File: src/rtl/ps2_pkg.sv
// Shared definitions for the PS/2 keyboard consumer logic.
//   PS2_BRK / PS2_EXT : break and extended prefix bytes of scan code set 2
//   hs_state_t        : FIFO pop handshake states
package ps2_pkg;

    localparam logic [7:0] PS2_BRK = 8'hF0;
    localparam logic [7:0] PS2_EXT = 8'hE0;

    typedef enum logic [1:0] {
        ST_IDLE = 2'd0,
        ST_POP  = 2'd1,
        ST_GAP  = 2'd2
    } hs_state_t;

endpackage

File: src/rtl/ps2_ascii_rom.sv
// Combinational scan code (set 2) to ASCII map.
// Lowercase letters and digits are mapped; every other code maps to 0.
//   code  : 8-bit scan code
//   ascii : 8-bit ASCII value, 0 when unmapped
module ps2_ascii_rom (
    input  logic [7:0] code,
    output logic [7:0] ascii
);

    always_comb begin
        ascii = 8'h00;
        case (code)
            8'h1C: ascii = 8'h61; // a
            8'h32: ascii = 8'h62; // b
            8'h21: ascii = 8'h63; // c
            8'h23: ascii = 8'h64; // d
            8'h24: ascii = 8'h65; // e
            8'h2B: ascii = 8'h66; // f
            8'h34: ascii = 8'h67; // g
            8'h33: ascii = 8'h68; // h
            8'h43: ascii = 8'h69; // i
            8'h3B: ascii = 8'h6A; // j
            8'h42: ascii = 8'h6B; // k
            8'h4B: ascii = 8'h6C; // l
            8'h3A: ascii = 8'h6D; // m
            8'h31: ascii = 8'h6E; // n
            8'h44: ascii = 8'h6F; // o
            8'h4D: ascii = 8'h70; // p
            8'h15: ascii = 8'h71; // q
            8'h2D: ascii = 8'h72; // r
            8'h1B: ascii = 8'h73; // s
            8'h2C: ascii = 8'h74; // t
            8'h3C: ascii = 8'h75; // u
            8'h2A: ascii = 8'h76; // v
            8'h1D: ascii = 8'h77; // w
            8'h22: ascii = 8'h78; // x
            8'h35: ascii = 8'h79; // y
            8'h1A: ascii = 8'h7A; // z
            8'h45: ascii = 8'h30; // 0
            8'h16: ascii = 8'h31; // 1
            8'h1E: ascii = 8'h32; // 2
            8'h26: ascii = 8'h33; // 3
            8'h25: ascii = 8'h34; // 4
            8'h2E: ascii = 8'h35; // 5
            8'h36: ascii = 8'h36; // 6
            8'h3D: ascii = 8'h37; // 7
            8'h3E: ascii = 8'h38; // 8
            8'h46: ascii = 8'h39; // 9
            default: ascii = 8'h00;
        endcase
    end

endmodule

File: src/rtl/ps2_key_tracker.sv
// Pops scan-code bytes from the PS/2 receiver FIFO and tracks the held key.
// Decodes E0/F0 prefixes into make/break events, keeps the single held key
// (last make wins), its ASCII value, and a count of distinct presses that
// ignores typematic auto-repeat.
//   clk, rst     : clock, synchronous active-high reset
//   ready, data  : FIFO non-empty flag and head byte
//   overflow     : FIFO overflow indication (sticky-captured in ovf_seen)
//   nextdata_n   : active-low pop strobe, one cycle per byte consumed
//   key_valid    : a key is held
//   key_code     : scan code of held / last-held key
//   key_ext      : held key was E0-prefixed
//   key_ascii    : ASCII of key_code, 0 if extended or unmapped
//   make_pulse   : one-cycle pulse per counted press
//   press_count  : counted presses, wraps modulo 2^CNT_W
//   ovf_seen     : overflow was observed since reset
module ps2_key_tracker
    import ps2_pkg::*;
#(
    parameter int CNT_W = 8
) (
    input  logic             clk,
    input  logic             rst,
    input  logic             ready,
    input  logic [7:0]       data,
    input  logic             overflow,
    output logic             nextdata_n,
    output logic             key_valid,
    output logic [7:0]       key_code,
    output logic             key_ext,
    output logic [7:0]       key_ascii,
    output logic             make_pulse,
    output logic [CNT_W-1:0] press_count,
    output logic             ovf_seen
);

    hs_state_t  state_reg;
    logic       ext_pend_reg;
    logic       brk_pend_reg;
    logic [7:0] rom_ascii;
    logic       held_match;

    // The ROM looks up the incoming byte so its result can be registered
    // in the same edge that loads key_code.
    ps2_ascii_rom u_rom (
        .code  (data),
        .ascii (rom_ascii)
    );

    // Byte (with pending extension) names the key currently held.
    assign held_match = key_valid && (data == key_code) && (ext_pend_reg == key_ext);

    always_ff @(posedge clk) begin
        if (rst) begin
            state_reg    <= ST_IDLE;
            ext_pend_reg <= 1'b0;
            brk_pend_reg <= 1'b0;
            nextdata_n   <= 1'b1;
            key_valid    <= 1'b0;
            key_code     <= 8'h00;
            key_ext      <= 1'b0;
            key_ascii    <= 8'h00;
            make_pulse   <= 1'b0;
            press_count  <= '0;
            ovf_seen     <= 1'b0;
        end else begin
            make_pulse <= 1'b0;
            ovf_seen   <= ovf_seen | overflow;
            case (state_reg)
                ST_IDLE: begin
                    if (ready) begin
                        state_reg  <= ST_POP;
                        nextdata_n <= 1'b0;
                        if (data == PS2_EXT) begin
                            ext_pend_reg <= 1'b1;
                        end else if (data == PS2_BRK) begin
                            brk_pend_reg <= 1'b1;
                        end else begin
                            ext_pend_reg <= 1'b0;
                            brk_pend_reg <= 1'b0;
                            if (brk_pend_reg) begin
                                // Breaks for keys other than the held one are ignored.
                                if (held_match) begin
                                    key_valid <= 1'b0;
                                end
                            end else if (!held_match) begin
                                // New make; a repeat of the held key changes nothing.
                                key_valid   <= 1'b1;
                                key_code    <= data;
                                key_ext     <= ext_pend_reg;
                                key_ascii   <= ext_pend_reg ? 8'h00 : rom_ascii;
                                press_count <= press_count + CNT_W'(1);
                                make_pulse  <= 1'b1;
                            end
                        end
                    end
                end
                ST_POP: begin
                    nextdata_n <= 1'b1;
                    state_reg  <= ST_GAP;
                end
                // FIFO head is still settling; inputs ignored for one cycle.
                ST_GAP: begin
                    state_reg <= ST_IDLE;
                end
                default: begin
                    state_reg <= ST_IDLE;
                end
            endcase
        end
    end

endmodule

File: config.mk
export PLATFORM = sky130hd
export DESIGN_NAME = ps2_key_tracker
export DESIGN_NICKNAME = d
export VERILOG_FILES = /design/src/rtl/ps2_pkg.sv /design/src/rtl/ps2_ascii_rom.sv /design/src/rtl/ps2_key_tracker.sv
export SDC_FILE = /design/constraint.sdc
export NUM_CORES = 1
export LEC_CHECK = 0
export ABC_AREA = 0
export BUFFER_PORTS_ARGS = -buffer_cell sky130_fd_sc_hd__buf_2
export CELL_PAD_IN_SITES_DETAIL_PLACEMENT = 2
export CELL_PAD_IN_SITES_GLOBAL_PLACEMENT = 2
export CORE_ASPECT_RATIO = 0.75
export CORE_UTILIZATION = 23
export DETAILED_ROUTE_END_ITERATION = 8
export PLACE_DENSITY = 0.65
export SKIP_LAST_GASP = 1
export SYNTH_ARGS = -nofsm -noshare
export SYNTH_HDL_FRONTEND = slang
export SYNTH_SLANG_ARGS = --single-unit
File: constraint.sdc
create_clock -name clk -period 4.2 [get_ports clk]
set_input_delay 0.84 -clock clk [delete_from_list [all_inputs] [get_ports clk]]
set_output_delay 0.84 -clock clk [all_outputs]
set_load 0.01 [all_outputs]
==> impl_metrics.ini <==
[power]
intPower_mw = 0.617
p_clk_frac = 0.416
combPwrFrac = 0.203
leakage_nw = 1.04
p_total_mw = 0.874
pwr-share-seq = 0.381
p_per_area_nw_per_um2 = 336
switching_share = 0.294
ir_worst_vdd_v = 0.000152
power.switching_mw = 0.257

[setup_path]
crit_type = input port to flop
critPathBufInv = 1
crit_path_start_kind = input port
endpoint_kind = flop
path_depth = 10
worstPathArrival_ns = 3.12
reg2reg_slack_ns = 1.60
critPathMaxFanout = 18
worst_path_largest_cell_delay_ns = 0.33
path_delay_family = simple AND/OR/NAND/NOR gates
reg2reg_depth = 8
crit_required_ns = 4.33
cp_cell_sequence = buf_2 -> xor2_1 -> nor4_1 -> nand4_1 -> ha_1 -> and4bb_2 -> o21a_1 -> nand4_1 -> xor2_1 -> nor2_1
worst_path_max_delay_cell = buf_2

[place]
portBuffers = 39
gp_congestion = 0.735
dp_hpwl_mm = 5.81
place_area_um2 = 2450

[detailed_routing]
first_pass_iters = 4
vias_per_cell = 4.91
wl_mm = 7.95
drc = 0
drt-initial-drc-count = 101
dr_total_vias = 2122
ant_nets = 0
wl_per_cell_um = 18.4

[sta]
fin_crit_sh = 0.711
tightest_slew_ns = 0.632
whs_ns = 0.470
final.setup_skew_ns = 0.00375
finalCriticalPeriod_ns = 2.99
setup_violations = 0
slew_violations = 0
clock.fmax_mhz = 335
slew_headroom = 0.579
hold_viol_final = 0
rsz0062_at_grt = false
setup_tns_ns = 0

[layout]
final_nets = 324
drive_gt1_frac = 0.201
n_antenna_cell = 0
multi_input_area_um2 = 1390
nFillCells = 1061
post-route-util = 0.285
final_area_um2 = 2600
reg.largest.list = key_code x8, press_count x8, key_ascii x7
seqCellArea_um2 = 641
syn_to_final_growth_pct = 19.2

[synth]
synth_top_area_share = 0.294
syn_nets = 294
synth_edf_count = 0
synth_ff_type = dfxtp_1
ys_seq_area_frac = 0.294
ys_warn_count = 0
yosysTopAreaCell = dfxtp_1
ys_types = 56
ys_top_cells_by_area = dfxtp_1 29%, nand2_1 6.2%, a21oi_1 5.3%, ha_1 5.2%, xor2_1 4.0%
syn-cell-area_um2 = 2180
ys_ff_latch = 32
syn_inst = 273
synth_area_per_cell_um2 = 7.99
synth_async_sr_flop_share = 0

[worst_hold_path]
min_path_type = flop to flop
min_path_cells = 2

[clock_network]
cts_max_path_buffers = 2
cts_setup_buffers = 0
cts_hold_buf = 0
root_buffer = clkbuf_16
cts_max_level = 2
cts.sinks = 32
clk_latency_ns = 0.27
cts_tree = yes
cts_buffers = 5
clk_pin_slew_ns = 0.05
post_cts_resized = 0

[job]
cap_violations = 0

[floorplanning]
row_count = 30
die-width_um = 114
core_um2 = 9120
start_util = 0.239
die_h_um = 86.3
fp.dieArea_um2 = 9880
boundaryPins = 41

[grt]
grt_pass1_vias = 2277
grt.total_usage = 0.173
grt_overflow = 0
grt_max_degree = 35
antenna_found_initial = 0
grt_pass1_wl_mm = 13.1

[run_status]
status = finished, final reports clean
-- placed cells by master (no fill, tap or decap), types with 2 or more instances in the layout --
cell type / instances
inv_1: 10
a211oi_1: 2
a31oi_1: 5
xor2_1: 10
nand2b_1: 7
nand2_1: 36
nor2_1: 22
ha_1: 9
dfxtp_1: 32
nor3_1: 6
buf_4: 4
o21ai_0: 12
clkbuf_16: 5
xnor2_1: 7
a32oi_1: 4
o211ai_1: 6
a21oi_1: 23
nand3_1: 10
a311oi_1: 3
buf_2: 39
clkbuf_1: 2
mux2i_1: 4
nor2b_1: 4
nand2b_2: 2
or3_1: 3
nor4_1: 3
nand4_1: 3
o22ai_1: 3
-- worst paths after layout --
| check | from | end |
|---|---|---|
| min | ovf_seen | ovf_seen |
| max reg2reg | ext_pend_reg | key_ascii[1] |
| min reg2reg | ovf_seen | ovf_seen |
| max | data[5] | press_count[4] |
-- worst min-delay path, stage by stage (launching register included) --
cell	delay [ns]
dfxtp_1	0.32
nor2_1	0.04
nor2_1	0.07
-- final cells by class --
cell class / instances / area share
clock buffer: 8 / 0.0563
inverter: 10 / 0.0144
multi-input combinational: 211 / 0.535
sequential: 32 / 0.246
tap: 128 / 0.0616
timing repair buffer: 43 / 0.0866
-- metal layers --
layer / track usage / part of all wire
met1: 0.252 / 0.53
met2: 0.271 / 0.44
met3: 0.0294 / 0.023
met4: 0.0248 / 0.0025
met5: 0 / 0
-- cell usage after synthesis (2+ instances only) --
cell type	n
a211oi_1	2
a21oi_1	23
a311oi_1	3
a31oi_1	5
a32oi_1	4
buf_2	6
buf_4	4
buf_6	2
clkbuf_1	7
dfxtp_1	32
ha_1	9
inv_1	10
mux2i_1	4
nand2_1	36
nand2b_1	7
nand2b_2	2
nand3_1	10
nand4_1	3
nor2_1	22
nor2b_1	4
nor3_1	6
nor4_1	3
o211ai_1	6
o21ai_0	12
o22ai_1	3
or3_1	3
xnor2_1	7
xor2_1	10
-- logic make-up after synthesis --
logic type | after synthesis | share of synthesized area
xor+xnor | 17 | 0.0683
fa+ha+maj | 9 | 0.0516
buf+inv | 30 | 0.0688
other cells | 1 | 0.00172
mux | 4 | 0.0184
compound gates | 72 | 0.226
flops | 32 | 0.294
simple gates | 108 | 0.271
-- power by group through the flow --
stage / clock network, mW / logic, mW / registers [mW]
2_1_floorplan: 0 / 0.116 / 0.341
6_report: 0.364 / 0.177 / 0.333
5_1_grt: 0.391 / 0.197 / 0.335
4_1_cts: 0.377 / 0.178 / 0.333
3_5_place_dp: 0 / 0.176 / 0.340
3_3_place_gp: 0 / 0.172 / 0.339
-- per-stage QoR --
step | setup WS (ns) | std cells
floorplan | 1.44 | 273
detailed placement | 0.942 | 424
CTS | 1.20 | 432
global route | 0.959 | 432
global placement | 1.04 | 424
finish | 1.21 | 432
(Power assumes the default switching activity.)
